<file path="config.mk">
export PLATFORM = sky130hd
export DESIGN_NAME = pbus_initiator
export DESIGN_NICKNAME = d
export VERILOG_FILES = /design/src/rtl/pbus_pkg.sv /design/src/rtl/pbus_load_ext.sv /design/src/rtl/pbus_initiator.sv
export SDC_FILE = /design/constraint.sdc
export NUM_CORES = 1
export LEC_CHECK = 0
export BUFFER_PORTS_ARGS = -buffer_cell sky130_fd_sc_hd__buf_4
export CORE_MARGIN = 3
export CORE_UTILIZATION = 48
export DETAILED_ROUTE_END_ITERATION = 16
export PLACE_DENSITY = 0.89
export SKIP_LAST_GASP = 1
export SYNTH_ARGS = -nofsm -noshare
export SYNTH_HDL_FRONTEND = slang
export SYNTH_SLANG_ARGS = --single-unit
export TNS_END_PERCENT = 10
</file>
<file path="constraint.sdc">
create_clock -name clk -period 2.7 [get_ports clk]
set_clock_uncertainty 0.05 [all_clocks]
set_input_delay 0.135 -clock clk [delete_from_list [all_inputs] [get_ports clk]]
set_output_delay 0.135 -clock clk [all_outputs]
set_load 0.01 [all_outputs]
</file>
<file path="src/rtl/pbus_pkg.sv">
// Shared types and constants for the P-port bus initiator: FSM states,
// RV32I load/store funct3 encodings and the byte-enable patterns driven on PRW.
package pbus_pkg;

    typedef enum logic [1:0] {
        IDLE = 2'd0,
        REQ  = 2'd1,
        WAIT = 2'd2
    } state_e;

    localparam logic [2:0] F3_B  = 3'b000;
    localparam logic [2:0] F3_H  = 3'b001;
    localparam logic [2:0] F3_W  = 3'b010;
    localparam logic [2:0] F3_BU = 3'b100;
    localparam logic [2:0] F3_HU = 3'b101;

    localparam logic [3:0] BE_B  = 4'b0001;
    localparam logic [3:0] BE_H  = 4'b0011;
    localparam logic [3:0] BE_W  = 4'b1111;
    localparam logic [3:0] BE_RD = 4'b0000;

    // Unknown store widths fall back to a full-word write.
    function automatic logic [3:0] store_be(input logic [2:0] funct3);
        case (funct3)
            F3_B:    store_be = BE_B;
            F3_H:    store_be = BE_H;
            default: store_be = BE_W;
        endcase
    endfunction

endpackage

</file>
<file path="src/rtl/pbus_load_ext.sv">
// Combinational load formatter: selects byte/half/word from lane 0 of the
// returned data and sign- or zero-extends it according to funct3.
import pbus_pkg::*;

module pbus_load_ext (
    input  logic [2:0]  funct3,
    input  logic [31:0] raw,
    output logic [31:0] data
);

    // NOTE: assign a default before the case so every path drives data and no latch is inferred.
    always_comb begin
        data = raw;
        case (funct3)
            F3_B:    data = {{24{raw[7]}}, raw[7:0]};
            F3_H:    data = {{16{raw[15]}}, raw[15:0]};
            F3_BU:   data = {24'd0, raw[7:0]};
            F3_HU:   data = {16'd0, raw[15:0]};
            F3_W:    data = raw;
            default: data = raw;
        endcase
    end

endmodule

</file>
<file path="src/rtl/pbus_initiator.sv">
// MEM-stage initiator for the data cache P-port: one load/store at a time,
// IDLE -> REQ -> WAIT -> IDLE. Define PBUS_TIMEOUT_EN to bound WAIT with an abort.
import pbus_pkg::*;

module pbus_initiator #(
    parameter int ADDR_W         = 16,
    parameter int DATA_W         = 32,
    parameter int TIMEOUT_CYCLES = 255
) (
    input  logic              clk,
    input  logic              rst,
    input  logic              req_valid,
    input  logic              req_load,
    input  logic [2:0]        req_funct3,
    input  logic [ADDR_W-1:0] req_addr,
    input  logic [DATA_W-1:0] req_wdata,
    output logic              stall,
    output logic              resp_valid,
    output logic [DATA_W-1:0] resp_rdata,
    output logic              resp_err,
    output logic              PStrobe,
    output logic [ADDR_W-1:0] PAddress,
    output logic [3:0]        PRW,
    output logic [DATA_W-1:0] pdata_out,
    output logic              pdata_oe,
    input  logic [DATA_W-1:0] pdata_in,
    input  logic              PReady
);

    state_e            state_q, state_d;
    logic              load_q;
    logic [2:0]        funct3_q;
    logic              accept, complete, abort;
    logic [DATA_W-1:0] ext_data;

`ifdef PBUS_TIMEOUT_EN
    localparam int TMO_W = $clog2(TIMEOUT_CYCLES + 1);
    localparam logic [TMO_W-1:0] TMO_LAST = TMO_W'(TIMEOUT_CYCLES - 1);
    logic [TMO_W-1:0] tmo_cnt;
`endif

    always_comb begin
        state_d  = state_q;
        accept   = 1'b0;
        complete = 1'b0;
        abort    = 1'b0;
        case (state_q)
            IDLE: begin
                if (req_valid) begin
                    state_d = REQ;
                    accept  = 1'b1;
                end
            end
            REQ: state_d = WAIT;
            WAIT: begin
                // A PReady coinciding with the timeout limit still completes normally.
                if (PReady) begin
                    state_d  = IDLE;
                    complete = 1'b1;
                end
`ifdef PBUS_TIMEOUT_EN
                else if (tmo_cnt == TMO_LAST) begin
                    state_d = IDLE;
                    abort   = 1'b1;
                end
`endif
            end
            default: state_d = IDLE;
        endcase
    end

    // NOTE: sequential state uses non-blocking assignments so every register samples pre-edge values.
    always_ff @(posedge clk) begin
        if (!rst) begin
            state_q    <= IDLE;
            load_q     <= 1'b0;
            funct3_q   <= 3'd0;
            PStrobe    <= 1'b0;
            PAddress   <= '0;
            PRW        <= BE_RD;
            pdata_out  <= '0;
            pdata_oe   <= 1'b0;
            resp_valid <= 1'b0;
            resp_rdata <= '0;
        end else begin
            state_q    <= state_d;
            PStrobe    <= accept;
            resp_valid <= complete | abort;
            if (accept) begin
                load_q    <= req_load;
                funct3_q  <= req_funct3;
                PAddress  <= req_addr;
                pdata_out <= req_wdata;
                PRW       <= req_load ? BE_RD : store_be(req_funct3);
                pdata_oe  <= ~req_load;
            end
            // Address and write data stay on the bus after completion; only the enables drop.
            if (complete || abort) begin
                PRW      <= BE_RD;
                pdata_oe <= 1'b0;
            end
            if (complete)
                resp_rdata <= load_q ? ext_data : '0;
            else if (abort)
                resp_rdata <= '0;
        end
    end

`ifdef PBUS_TIMEOUT_EN
    always_ff @(posedge clk) begin
        if (!rst) begin
            tmo_cnt  <= '0;
            resp_err <= 1'b0;
        end else begin
            if (state_q == REQ)
                tmo_cnt <= '0;
            else if (state_q == WAIT && !PReady)
                tmo_cnt <= tmo_cnt + 1'b1;
            if (complete || abort)
                resp_err <= abort;
        end
    end
`else
    assign resp_err = 1'b0;
`endif

    assign stall = (state_q != IDLE);

    pbus_load_ext u_load_ext (
        .funct3 (funct3_q),
        .raw    (pdata_in),
        .data   (ext_data)
    );

endmodule

</file>
## Word level (Yosys, flattened, before mapping)

Cells that the tools add are included.

- Register bits after elaboration: 93
- Input port bits: 88
- Logic and storage cells: 37

- Equality and inequality tests: 8
- Multiplexer cells: 11
- Bitwise operators: 2
- Reductions and logical operators: 6

Operator list:

| cell | number |
|---|---|
| 32-bit one-hot mux with 4 select lines | 1 |
| 32-bit two-way mux | 1 |
| 4-bit one-hot mux with 2 select lines | 1 |
| 3-bit by 1-bit == test with 1-bit output, second input constant | 2 |
| 3-bit == test, second input constant | 2 |
| 3-bit logical NOT | 2 |
| 2-bit one-hot mux with 3 select lines | 1 |
| 1-bit two-way mux | 4 |
| 2-bit two-way mux | 2 |
| 4-bit two-way mux | 1 |
| 2-bit inequality test, second input constant | 2 |
| 2-bit by 1-bit == test with 1-bit output, second input constant | 1 |
| 2-bit == test, second input constant | 1 |
| 2-bit logical NOT | 1 |
| 1-bit inverter | 2 |
| 2-bit AND reduction | 1 |
| 2-bit nonzero test | 1 |
| 2-bit OR reduction | 1 |

## Longest topological paths before layout

- Depth in word-level cells: 3
- Depth in mapped cells: 5

## Hierarchy

A second synthesis with hierarchy kept.

- Cells, all modules: 400
- Area, all modules: 3547.2 um^2

By module, submodules not included:

| module | times used | cells each | area each (um^2) | seq. area each (um^2) |
|---|---|---|---|---|
| pbus_initiator | 1 | 333 | 3191.8 | 1821.7 |
| pbus_load_ext | 1 | 67 | 355.3 | 0.0 |

## Worst setup path before layout

No wires, ideal clock.

- Kind: register to register
- From: reg funct3_q[0]
- To: reg resp_rdata[22]
- Arrival: 1.238 ns
- Data required time: 2.528 ns
- Slack: 1.291 ns
- Stages on the path, launching flop included: 6
- Path buffers: 2
- Path through: dfxtp_1 mux2i_1 and4bb_1 buf_6 buf_6 a221o_1

- Cells in the longest elaborated chain, start to end: 3
- Elaborated cells between the ends (all ways): 6

RTL lines:

| what | line | text |
|---|---|---|
| start: declaration | pbus_initiator.sv:32 | `logic [2:0] funct3_q;` |
| start signal: assignment | pbus_initiator.sv:91 | `funct3_q <= req_funct3;` |
| 3-bit == test, or another cell as far along | pbus_load_ext.sv:14 | `case (funct3)` |
| 32-bit one-hot mux with 4 select lines (*) | pbus_load_ext.sv:14 |  |
| 32-bit two-way mux (*) | pbus_initiator.sv:103 | `resp_rdata <= load_q ? ext_data : '0;` |
| end signal: assignment | pbus_initiator.sv:103 |  |
| end: declaration | pbus_initiator.sv:19 | `output logic [DATA_W-1:0] resp_rdata,` |

Mark *: on every way between the ends. The rest lies on a longest branch, timed or not.
A chain may end at the register's enable or synchronous reset.

## Worst setup path after layout

- From: reg state_q[1]
- To: reg PAddress[5]

- Cells in the longest elaborated chain, start to end: 2

RTL lines:

| what | line | text |
|---|---|---|
| start: declaration | pbus_initiator.sv:30 | `state_e state_q, state_d;` |
| start signal: assignment | pbus_initiator.sv:86 | `state_q <= state_d;` |
| 2-bit logical NOT | pbus_initiator.sv:47 | `case (state_q)` |
| 1-bit two-way mux | pbus_initiator.sv:47 |  |
| end signal: assignment | pbus_initiator.sv:92 | `PAddress <= req_addr;` |
| end: declaration | pbus_initiator.sv:22 | `output logic [ADDR_W-1:0] PAddress,` |

Every way passes these cells.

==> results.tsv <==
metric	value	unit
worst setup margin	0.686	ns
minimum clock period	2.01	ns
RSZ-0062 raised after global routing	no	
part of the Yosys area used for sequential elements	54.6	%
total gr overflow	0	
vias in the first global route	3540	
largest net degree at the start of global routing	61	
DP HPWL	6.47	mm
Placed Cells	577	
CP max FO	31	
Routed WL	11.5	mm
Final setup viols	0	
Final Instance Count excl. Fillers	657	
CP max stage cell	or3b_2	
Clk pin slew, worst setup/hold paths	0.10	ns
dominant cells by area after synthesis	dfxtp_1 (55%), nand2_1 (12%), a21boi_0 (12%)	
WS Path Type	register to register	
worst reg2reg path depth	4	
Detailed Routing Iterations Pass 1	4	
DR vias	3482	
final period utilization	74.6	%
Final Hold Violating Endpoints	0	
Starting Density	51.1	%
Ys Warns	0	
worst path cell trace	or3b_2, buf_4, nand2_1, a21boi_0	
dpl ws	0.885	ns
worst vdd ir	358	uV
RePlAce Congestion	0.776	
origin of the critical flop-to-flop path	state_q[1]$_SDFFE_PN0P_	
pwr/cell area	539	nW/um^2
final instance area	5470	sq um
Max-Slew Margin vs Limit	55.3	%
Reg-to-Reg End	PAddress[5]$_SDFFE_PN0P_	
Yosys top cell by area	dfxtp_1	
Syn Nets	439	
Worst Hold Class	primary input to register	
final core occ	83.7	%
Syn Area/Cell	9.51	sq um
Area Growth Syn to Fin	63.9	%
TritonCTS buffer count	9	
Lkg Pwr	2.48	nW
Fin Setup TNS	0	ns
CTS tree	yes	
wire per inst	17.5	um
Core Box Area	6530	sq um
clock sink count	91	
Synth Flop Type	dfxtp_1	
first-pass GRT wire length	17.1	mm
CP max stage delay	0.50	ns
post-synthesis cell count	351	
Min Hold Slack	0.00536	ns
ys async rst share	0	%
clock buffer depth	2	
# port buffers	175	
vias per std cell	5.30	
synthesized area	3340	sq um
Routed Antenna Nets	0	
die height	89.4	um
I/O Pins	177	
H-tree depth	3	
antenna cells	0	
post-layout net count	663	
initial DRC count	123	
DRC violations left	0	
measured slew at the worst slew-check pin	0.668	ns
crit path DAT	2.19	ns
Netlist cell types	30	
Synth Register Bits	91	
share of layout cells above drive strength 1	34.7	%
number of synthesized flops with an enable pin	0	
die area	7990	sq um
row cnt	29	
R2R Setup Slk	0.69	ns
initial antenna violation count	0	
CTS resizes	0	
setup repair bufs after CTS	0	
Yosys top cell area share	54.6	%
critical path data required time	2.88	ns
outcome	finished clean	
Critical Path End	PAddress[5]$_SDFFE_PN0P_	
Max Clock Freq	0.497	GHz
GR Util All Layers	28.1	%
clk_lat worst skew	0.35	ns
Max Slew Vio Count	0	
CP Capture Type	register	
CP Launch Type	register	
Worst Setup SP	state_q[1]$_SDFFE_PN0P_	
Clk Tree Root Cell	clkbuf_8	
total power	2.95	mW
# hold bufs at CTS	64	
chip width	89.4	um
Post-DP Area	4600	sq um
max-cap violations	0	
[power breakdown]
group          total [mW]  switching, mW  internal, mW
sequential           1.44         0.0373          1.40
clock                1.04          0.488         0.549
combinational       0.474          0.211         0.263
total                2.95          0.736          2.21
[cells in the final DEF (no fill, tap or decap), types with 4 or more instances in the layout]
master and count:
a21boi_0 52, a21oi_1 11, a221o_1 16, a22o_1 8, buf_4 179, clkbuf_8 10, dfxtp_1 91, dlygate4sd3_1 64
nand2_1 108, nor2_1 4, o2bb2ai_1 8
[cell type report]
class	instances	area [sq um]
inverters	1	3.75
clock buffers	10	138
multi-input cells	229	1340
fillers	363	1060
repair buffers	243	1980
flip-flops and latches	91	1820
clock inverters	6	87.6
well taps	77	96.3
[cell usage after synthesis, drive strengths merged, types with 2 or more instances]
library cell  number
a221o             16
o2bb2ai            8
dfxtp             91
mux2i              2
a21boi            52
nand2b             2
or2                2
a22o               8
nand2            108
and2               2
clkbuf             7
buf               23
or3                2
a21oi             11
nor2               4
nor2b              2
[critical path: cells and delay by family, from the launching register on]
family | cells | cell delay [ns]
AND/OR/NAND/NOR | 2 | 0.62
buffers and inverters | 1 | 0.42
flip-flops | 1 | 0.43
AO/OA/AOI/OAI | 1 | 0.35
[per-layer routing]
| metal | GRT usage (%) | vias up | share of wire, % |
|---|---|---|---|
| li1 | - | 1642 | - |
| met1 | 29.5 | 1642 | 36 |
| met2 | 51.2 | 171 | 51 |
| met3 | 9.31 | 27 | 10 |
| met4 | 11.4 | 0 | 2.4 |
| met5 | 0 | - | 0 |
[registers in the layout, indices dropped and copies added, names as in the netlist]
| register | count |
|---|---|
| PAddress | 16 |
| PRW | 3 |
| PStrobe | 1 |
| funct3_q | 3 |
| load_q | 1 |
| pdata_out | 32 |
| resp_rdata | 32 |
| resp_valid | 1 |
| state_q | 2 |
[worst min path at each step]
| stage | from | endpoint | slack, ns | cells after the start |
|---|---|---|---|---|
| floorplan | pdata_in[2] | resp_rdata[2]$_SDFFE_PN0P_ | 0.21 | 1 |
| global placement | pdata_in[0] | resp_rdata[0]$_SDFFE_PN0P_ | 0.30 | 2 |
| detailed placement | pdata_in[5] | resp_rdata[5]$_SDFFE_PN0P_ | 0.30 | 2 |
| CTS | req_funct3[0] | funct3_q[0]$_SDFFE_PN0P_ | 0.00004 | 3 |
| global route | req_wdata[27] | pdata_out[27]$_SDFFE_PN0P_ | 0.005 | 3 |
| finish | pdata_in[11] | resp_rdata[11]$_SDFFE_PN0P_ | 0.005 | 3 |
[logic make-up (layout without fill, tap and decap cells)]
kind of cell / count (synthesis) / after routing / synth area share [%]
multiplexers: 2 / 2 / 0.600
AND/OR/NAND/NOR: 131 / 131 / 16.8
AO/OA/AOI/OAI: 95 / 95 / 22.3
buffers and inverters: 31 / 260 / 5.55
flip-flops: 91 / 91 / 54.6
other: 1 / 1 / 0.112
(Power assumes the default switching activity.)
